## config.mk

```make
export PLATFORM = sky130hd
export DESIGN_NAME = uart_fifo_tx
export DESIGN_NICKNAME = d
export VERILOG_FILES = /design/src/rtl/uart_pkg.sv /design/src/rtl/uart_baud_gen.sv /design/src/rtl/uart_fifo_tx.sv
export SDC_FILE = /design/constraint.sdc
export NUM_CORES = 1
export LEC_CHECK = 0
export ABC_AREA = 1
export ABC_CLOCK_PERIOD_IN_PS = 2600
export BUFFER_PORTS_ARGS = -buffer_cell sky130_fd_sc_hd__buf_2
export CAP_MARGIN = 10
export CORE_MARGIN = 2
export CORE_UTILIZATION = 54
export CTS_CLUSTER_DIAMETER = 60
export DETAILED_ROUTE_END_ITERATION = 7
export PLACE_DENSITY = 0.72
export RECOVER_POWER = 100
export SETUP_SLACK_MARGIN = 0.3
export SYNTH_ARGS = -nofsm -noshare
export SYNTH_HDL_FRONTEND = slang
export SYNTH_HIERARCHICAL = 1
export SYNTH_SLANG_ARGS = --single-unit
```

## constraint.sdc

```tcl
create_clock -name clk -period 2.6 [get_ports clk]
set_clock_uncertainty 0.15 [all_clocks]
set_input_delay 0.26 -clock clk [delete_from_list [all_inputs] [get_ports clk]]
set_output_delay 0.26 -clock clk [all_outputs]
set_load 0.005 [all_outputs]
```

## src/rtl/uart_pkg.sv

```systemverilog
// Shared types and helpers for the FIFO-fed UART transmitter.
// Frame sequencing states and baud divisor arithmetic live here.
package uart_pkg;

  typedef enum logic [2:0] {
    IDLE,
    RD,
    WAIT,
    LOAD,
    START,
    DATA,
    STOP
  } state_e;

  function automatic int baud_div(input int clk_freq, input int baud);
    return clk_freq / baud;
  endfunction

  localparam int DEF_BAUD_DIV = baud_div(50_000_000, 115200);
  localparam int DEF_CNT_W    = $clog2(DEF_BAUD_DIV);

endpackage

```

## src/rtl/uart_baud_gen.sv

```systemverilog
// Bit-period counter: counts 0..DIV-1, ticks on the wrap cycle.
// A synchronous clear realigns the bit phase to a new frame.
module uart_baud_gen
  import uart_pkg::*;
#(
  parameter int DIV = DEF_BAUD_DIV,
  parameter int CW  = DEF_CNT_W
) (
  input  logic          clk,
  input  logic          rst_n,
  input  logic          clr_i,
  output logic [CW-1:0] cnt_o,
  output logic          tick_o
);

  localparam logic [CW-1:0] LAST = CW'(DIV - 1);

  logic [CW-1:0] cnt_q;
  logic [CW-1:0] cnt_d;

  always_comb begin
    cnt_d = cnt_q + 1'b1;
    if (clr_i || cnt_q == LAST) cnt_d = '0;
  end

  always_ff @(posedge clk or negedge rst_n) begin
    if (!rst_n) cnt_q <= '0;
    else        cnt_q <= cnt_d;
  end

  assign cnt_o  = cnt_q;
  assign tick_o = (cnt_q == LAST);

endmodule

```

## src/rtl/uart_fifo_tx.sv

```systemverilog
// Pulls bytes from a non-show-ahead FIFO and sends them as 8N1 frames.
// All outputs are registered from next-state values.
module uart_fifo_tx
  import uart_pkg::*;
#(
  parameter int CLK_FREQ = 50_000_000,
  parameter int BAUD     = 115200,
  parameter int BAUD_DIV = baud_div(CLK_FREQ, BAUD)
) (
  input  logic       clk,
  input  logic       reset_n,
  input  logic       tx_en,
  input  logic       fifo_empty,
  output logic       fifo_rdreq,
  input  logic [7:0] fifo_q,
  output logic       uart_tx,
  output logic       tx_busy,
  output logic       byte_done
);

  localparam int CW = $clog2(BAUD_DIV);
  localparam logic [CW-1:0] PRE_LAST = CW'(BAUD_DIV - 2);

  state_e        state_q, state_d;
  logic [2:0]    bit_q, bit_d;
  logic [7:0]    shift_q, shift_d;
  logic          tx_q, tx_d;
  logic          rd_q, rd_d;
  logic          busy_q, busy_d;
  logic          done_q, done_d;
  logic [CW-1:0] cnt;
  logic          tick;
  logic          clr;

  assign clr = (state_q == LOAD);

  uart_baud_gen #(
    .DIV (BAUD_DIV),
    .CW  (CW)
  ) u_baud (
    .clk    (clk),
    .rst_n  (reset_n),
    .clr_i  (clr),
    .cnt_o  (cnt),
    .tick_o (tick)
  );

  always_comb begin
    state_d = state_q;
    bit_d   = bit_q;
    shift_d = shift_q;
    unique case (state_q)
      IDLE:  if (tx_en && !fifo_empty) state_d = RD;
      RD:    state_d = WAIT;
      WAIT:  state_d = LOAD;
      LOAD: begin
        shift_d = fifo_q;
        state_d = START;
      end
      START: if (tick) begin
        state_d = DATA;
        bit_d   = 3'd0;
      end
      DATA: if (tick) begin
        if (bit_q == 3'd7) state_d = STOP;
        else               bit_d   = bit_q + 3'd1;
      end
      STOP:  if (tick) state_d = IDLE;
      default: state_d = IDLE;
    endcase
  end

  // Outputs are decoded from the next state so the registers line up
  // with the state they describe.
  always_comb begin
    tx_d = 1'b1;
    unique case (state_d)
      START:   tx_d = 1'b0;
      DATA:    tx_d = shift_d[bit_d];
      default: tx_d = 1'b1;
    endcase
    rd_d   = (state_d == RD);
    busy_d = (state_d != IDLE);
    done_d = (state_q == STOP) && (cnt == PRE_LAST);
  end

  always_ff @(posedge clk or negedge reset_n) begin
    if (!reset_n) begin
      state_q <= IDLE;
      bit_q   <= '0;
      shift_q <= '0;
      tx_q    <= 1'b1;
      rd_q    <= 1'b0;
      busy_q  <= 1'b0;
      done_q  <= 1'b0;
    end else begin
      state_q <= state_d;
      bit_q   <= bit_d;
      shift_q <= shift_d;
      tx_q    <= tx_d;
      rd_q    <= rd_d;
      busy_q  <= busy_d;
      done_q  <= done_d;
    end
  end

  assign uart_tx    = tx_q;
  assign fifo_rdreq = rd_q;
  assign tx_busy    = busy_q;
  assign byte_done  = done_q;

endmodule
```

==> impl_metrics.yaml, run 1 <==
status:
  status: "finished clean"
logic_synthesis:
  synth_area_leader_cell: "dfrtp_1"
  synth-edff-count: 0
  synthTopCellsByArea: "dfrtp_1 43%, nand2_1 14%, inv_1 9.4%, nand3_1 7.0%, nor2_1 5.2%"
  synthArstFlopShare_pct: 100
  ys_seq_area_share_pct: 44.8
  ys_ff_latch: 27
  synth_area_per_cell_um2: 7.34
  synth_cells: 206
  synth.cell_area_um2: 1510
  synth.distinct_cells: 27
  synth_warnings: 6
  synth_top_cell_area_share_pct: 43.0
  synthFlopType: "dfrtp_1"
  synth_fp_nets: 221
  synth_most_common_cell: "nand2_1"
  synth_common_cells: "56 x nand2_1, 38 x inv_1, 26 x dfrtp_1, 21 x nand3_1, 21 x nor2_1"
global_routing:
  grt_usage_pct: 20.7
  grt-ovfl-total: 0
  grt_pass1_wl_mm: 5.26
  grt_pass1_vias: 1250
  grt_max_degree: 28
  antenna_found_initial: 0
worst_setup_path:
  path_cells: "inv_1 > ha_1 > nand2_1 > nor2_1 > nand2_1 > inv_1 > nand3_1 > o21ai_4 > nand2_2 > nand2_1 > nand3_1 > nand3_1 > nand3_1 > nand2_1"
  r2r_slack_ps: 360
  worst-endpoint-arrival_ps: 2380
  slowest_stage: "dfrtp_1"
  reg2reg_from: "u_baud/cnt_o[1]"
  crit_type: "register to register"
  worstPathRequired_ps: 2740
  critPathMaxFanout: 7
  rr_endpoint: "uart_tx"
  slowest_delay_ps: 430
  r2r_cells: 14
  crit_path_end_kind: "register"
  cp-start-kind: "register"
pwr:
  sw_frac_of_total_pct: 23.5
  power_frac_seq_pct: 65.8
  ir_drop_v: 0.000367
  p_leak_nw: 0.868
  power_density_nw_per_um2: 396
  pwr-share-comb_pct: 5.2
  power_frac_clock_pct: 29.0
  power_switching_w: 0.000153
  intPower_w: 0.000498
timing:
  maxSlewViolCount: 0
  timing.fmax_ghz: 0.447
  rsz0062_at_grt: "no"
  worst_pin_slew_ps: 1430
  hold_slack_ps: 56.2
  setup_viol: 0
  setup_tns_ps: 0
  fin_crit_ps: 2240
  max_slew_margin_pct: 4.78
  fin_crit_sh_pct: 86.0
  finalHoldViolations: 0
floorplanning:
  die_y_um: 56.9
  rows: 19
  core_area_um2: 2710
  die_width_um: 56.9
  die-area_um2: 3240
  io_pins: 16
  initial_core_util_pct: 55.8
clock_tree:
  cts_root_buffer: "clkbuf_4"
  htree_levels: 1
  path_clk_slew_ps: 170
  cts_inserted_buffers: 3
  cts_tree: "built"
  clk_latency_ps: 330
  clk_path_buf_depth: 2
  cts_sinks: 27
route:
  drc_errors: 0
  routed_wirelength_mm: 3.02
  avgViaCountPerCell: 5.11
  final_antenna_net_count: 0
  dr.pass1.iters: 4
  wl_per_cell_um: 11.8
  num_vias: 1307
  dr.first_iter.drc_count: 40
placed_design:
  io_buffer_count: 15
  post-dp-hpwl_mm: 2.31
  place.gp.congestion: 0.852
  dp.cells: 250
cells_and_area:
  final_cell_count_no_fill: 256
  nNetsFinal: 241
  num_antenna_cells: 0
  syn_to_final_growth_pct: 8.78
  drive_gt1_share_pct: 14.2
run:
  drv_cap: 0
worst_hold_path:
  hold_depth: 3
  min_path_type: "input port to register"
  holdPathEnd: "shift_q[1]"
  hold_start: "fifo_q[1]"
-- metal layers --
layer  GRT usage, %  part of all wire, %  up-vias
li1               -                    -      667
met1           26.8                   45      603
met2           35.6                   50       33
met3           2.30                  3.7        4
met4           7.64                 0.76        0
met5              0                    0        -
-- stage by stage --
stage	utilization (%)	power [W]	worst slack, ps	cell area, µm²
after floorplan	-	0.000450	703	1510
after global placement	59.5	0.000468	597	1610
after detailed placement	59.5	0.000470	468	1610
after CTS	61.0	0.000659	445	1650
after global routing	60.7	0.000677	157	1640
final	60.7	0.000651	364	1640
-- repair_timing --
| action | in CTS | in global routing |
|---|---|---|
| setup buffers | 0 | 1 |
| endpoints found under the setup margin | 0 | 1 |
| resized for setup | 0 | 2 |
| hold buffers | 1 | 0 |
| hold endpoints to repair | 26 | 0 |
-- how the worst max path moves through the flow --
stage	startpoint	end	slack, ps	cells after the start
finish	u_baud/cnt_o[1]	uart_tx	360	14
global route	u_baud/cnt_o[1]	uart_tx	160	15
CTS	u_baud/cnt_o[1]	uart_tx	440	14
detailed placement	u_baud/cnt_o[0]	uart_tx	470	14
global placement	u_baud/cnt_o[0]	uart_tx	600	14
floorplan	u_baud/cnt_o[0]	uart_tx	700	14
-- power by group through the flow --
stage          Combinational (W)  Clock, W  Sequential (W)
3_3_place_gp           0.0000327         0        0.000435
2_1_floorplan          0.0000145         0        0.000435
5_1_grt                0.0000397  0.000209        0.000428
6_report               0.0000339  0.000189        0.000428
3_5_place_dp           0.0000342         0        0.000436
4_1_cts                0.0000356  0.000195        0.000428
-- critical path, delay by kind of cell (launching register included) --
family / cells / cell delay [ps]
AOI/OAI and AO/OA: 1 / 260
DFF: 1 / 430
adders and majority gates: 1 / 140
buffers and inverters: 2 / 260
and+or+nand+nor: 10 / 970
-- cells in the final DEF, fill, tap and decap left out, types with 3 or more instances in the layout --
cell type and n:
a21oi_1 4, buf_2 12, clkbuf_1 3, clkbuf_4 3, dfrtp_1 25, ha_1 3
inv_1 38, inv_2 5, nand2_1 57, nand3_1 22, nor2_1 22, o21ai_0 7
-- area by class of cell --
type,instances,area (µm²)
Sequential cell,27,678
Clock inverter,1,7.51
Clock buffer,3,22.5
Multi-Input combinational cell,134,647
Fill cell,266,1070
Tap cell,31,38.8
Inverter,43,161
Timing Repair Buffer,17,88.8
-- registers in the layout, indices dropped and copies added, names as in the netlist --
name and cells:
bit_q 3, uart_tx 1, shift_q 8, tx_busy 1
u_baud/cnt_o 9, state_q 3, fifo_rdreq 1, byte_done 1
-- cell families (layout without fill, tap and decap cells) --
kind of cell	count (synthesis)	after routing	synth area share, %
AO/OA/AOI/OAI	15	15	6.46
buffers and inverters	45	64	11.5
AND/OR/NAND/NOR	113	113	33.0
XOR/XNOR	3	3	1.74
flip-flops	27	27	44.8
adder cells (fa/ha/maj)	3	3	2.48
Note: power is estimated with default switching activity, not from simulation.
==> inputs of run 2 (changes only) <==
--- a/config.mk
+++ b/config.mk
@@ -13,7 +13,7 @@
 export CORE_UTILIZATION = 54
 export CTS_CLUSTER_DIAMETER = 60
 export DETAILED_ROUTE_END_ITERATION = 7
-export PLACE_DENSITY = 0.72
+export PLACE_DENSITY = 0.74
 export RECOVER_POWER = 100
 export SETUP_SLACK_MARGIN = 0.3
 export SYNTH_ARGS = -nofsm -noshare
==> run 2 against run 1 <==
Effect of this change:
- combinational power about the same
- highest routed layer unchanged
- via count decreased by 1.8%
- global-route usage decreased by 0.21 points
- first-iteration DRC count increased by 2.5%
- total power decreased by 1.6%
- routed wire length decreased by 2.4%
- final cell count decreased by 0.39%
- largest power group unchanged
==> impl_metrics.yaml, run 2 (synthesis gave the netlist of run 1 again) <==
clock_tree:
  htree_levels: 1
  cts_root_buffer: "clkbuf_4"
  cts_sinks: 27
  clk_latency_ps: 310
  cts_inserted_buffers: 3
  cts_tree: "built"
  path_clk_slew_ps: 140
  clk_path_buf_depth: 2
timing:
  fin_crit_sh_pct: 83.3
  rsz0062_at_grt: "no"
  finalHoldViolations: 0
  timing.fmax_ghz: 0.462
  setup_viol: 0
  fin_crit_ps: 2160
  max_slew_margin_pct: 3.62
  setup_tns_ps: 0
  worst_pin_slew_ps: 1450
  maxSlewViolCount: 0
cells_and_area:
  nNetsFinal: 240
  largest_reg_flops: 9
  num_antenna_cells: 0
  final_common_cell: "nand2_1"
  multi_input_area_um2: 656
  fill_cells: 257
  seq_area_um2: 677
  final_cell_count_no_fill: 255
  fin_area_um2: 1640
  final_cell_mix: "57 x nand2_1, 39 x inv_1, 26 x dfrtp_1"
  syn_to_final_growth_pct: 8.69
  drive_gt1_share_pct: 14.3
global_routing:
  grt_max_degree: 28
  use_met1_pct: 30.6
  grt-ovfl-total: 0
  antenna_found_initial: 0
  grt_usage_pct: 20.5
  grt_pass1_vias: 1194
  grt_pass1_wl_mm: 5.29
  grt_util_met2_pct: 32.2
  gr-usage-met3_pct: 2.30
  top_usage_layer: "met2"
worst_setup_path:
  critPathMaxFanout: 7
  crit_path_end_kind: "register"
  cp-start-kind: "register"
  path_delay_family: "simple AND/OR/NAND/NOR gates"
  worst-endpoint-arrival_ps: 2280
  reg2reg_from: "u_baud/cnt_o[0]"
  critPathMostFrequentCell: "nand2_1"
  r2r_slack_ps: 440
  crit_type: "register to register"
  slowest_delay_ps: 480
  rr_endpoint: "uart_tx"
  slowest_stage: "dfrtp_1"
  r2r_cells: 14
  path_cells: "ha_1 > nand2_1 > nor2_1 > nand2_1 > inv_1 > nand3_2 > inv_1 > nand3_2 > nand2_2 > nand2_1 > nand3_1 > nand3_1 > nand3_1 > nand2_1"
  path_buf_inv: 2
  worstPathRequired_ps: 2720
placed_design:
  io_buffer_count: 15
  dpl_cell_area_um2: 1610
  post-dp-hpwl_mm: 2.30
  dp.cells: 250
  place.gp.congestion: 0.900
floorplanning:
  die_width_um: 56.9
  initial_core_util_pct: 55.8
  io_pins: 16
  die-area_um2: 3240
  die_y_um: 56.9
  rows: 19
  core_area_um2: 2710
worst_hold_path:
  min_path_type: "input port to register"
  hold_depth: 3
  hold_start: "tx_en"
  holdPathEnd: "fifo_rdreq"
status:
  status: "finished clean"
pwr:
  ir_drop_v: 0.000328
  p_leak_nw: 0.877
  power_density_nw_per_um2: 390
run:
  drv_cap: 0
route:
  num_vias: 1284
  avgViaCountPerCell: 5.04
  final_antenna_net_count: 0
  dr.pass1.iters: 4
  wl_per_cell_um: 11.6
  drc_errors: 0
  dr.first_iter.drc_count: 41
  routed_wirelength_mm: 2.95
[run 2: changes by cell type in the layout (fill, tap and decap cells not counted), sizes merged]
cell	delta
clkinvlp	-1
clkbuf	-1
clkinv	+1
[run 2: through the flow]
stage	total power [W]	utilization (%)	setup WS (ps)	hold WS (ps)
after CTS	0.000654	60.9	455	13.1
after detailed placement	0.000470	59.5	488	158
after floorplan	0.000450	-	703	-186
final	0.000640	60.6	435	38.8
after global routing	0.000671	60.6	173	48.7
after global placement	0.000469	59.5	569	149
[run 2: cell type report]
class | instances | area share [%]
Clock buffer | 3 | 1.37
Multi-Input combinational cell | 134 | 39.9
Tap cell | 31 | 2.36
Inverter | 43 | 9.82
Sequential cell | 27 | 41.2
Timing Repair Buffer | 16 | 5.03
Clock inverter | 1 | 0.305
[run 2: worst register-to-register path: stages (launching register included)]
cell     delay, ps
dfrtp_1        480
ha_1           180
nand2_1         50
nor2_1         100
nand2_1         90
inv_1          190
nand3_2        170
inv_1          140
nand3_2        120
nand2_2        120
nand2_1         50
nand3_1         70
nand3_1         60
nand3_1         80
nand2_1         50
[run 2: routing by layer]
layer | routed length, µm | vias up
li1 | - | 671
met1 | 1450 | 577
met2 | 1360 | 34
met3 | 125 | 2
met4 | 17 | 0
met5 | 0 | -
[run 2: worst max-delay path by stage]
stage / depth (start not counted) / end / from / slack (ps)
4_1_cts: 14 / uart_tx / u_baud/cnt_o[0] / 450
6_report: 14 / uart_tx / u_baud/cnt_o[0] / 440
5_1_grt: 14 / uart_tx / u_baud/cnt_o[0] / 170
3_3_place_gp: 14 / uart_tx / u_baud/cnt_o[0] / 570
2_1_floorplan: 14 / uart_tx / u_baud/cnt_o[0] / 700
3_5_place_dp: 14 / uart_tx / u_baud/cnt_o[0] / 490
[run 2: repair_timing]
action / 4_1_cts / 5_1_grt
resized for setup: 0 / 2
hold endpoints to repair: 26 / 0
setup buffers: 0 / 0
endpoints found under the setup margin: 0 / 1
hold buffers: 1 / 0
[run 2: where the power goes]
group / switching [W] / internal [W]
clock: 0.000121 / 0.0000575
sequential: 0.00000153 / 0.000426
combinational: 0.0000209 / 0.0000130
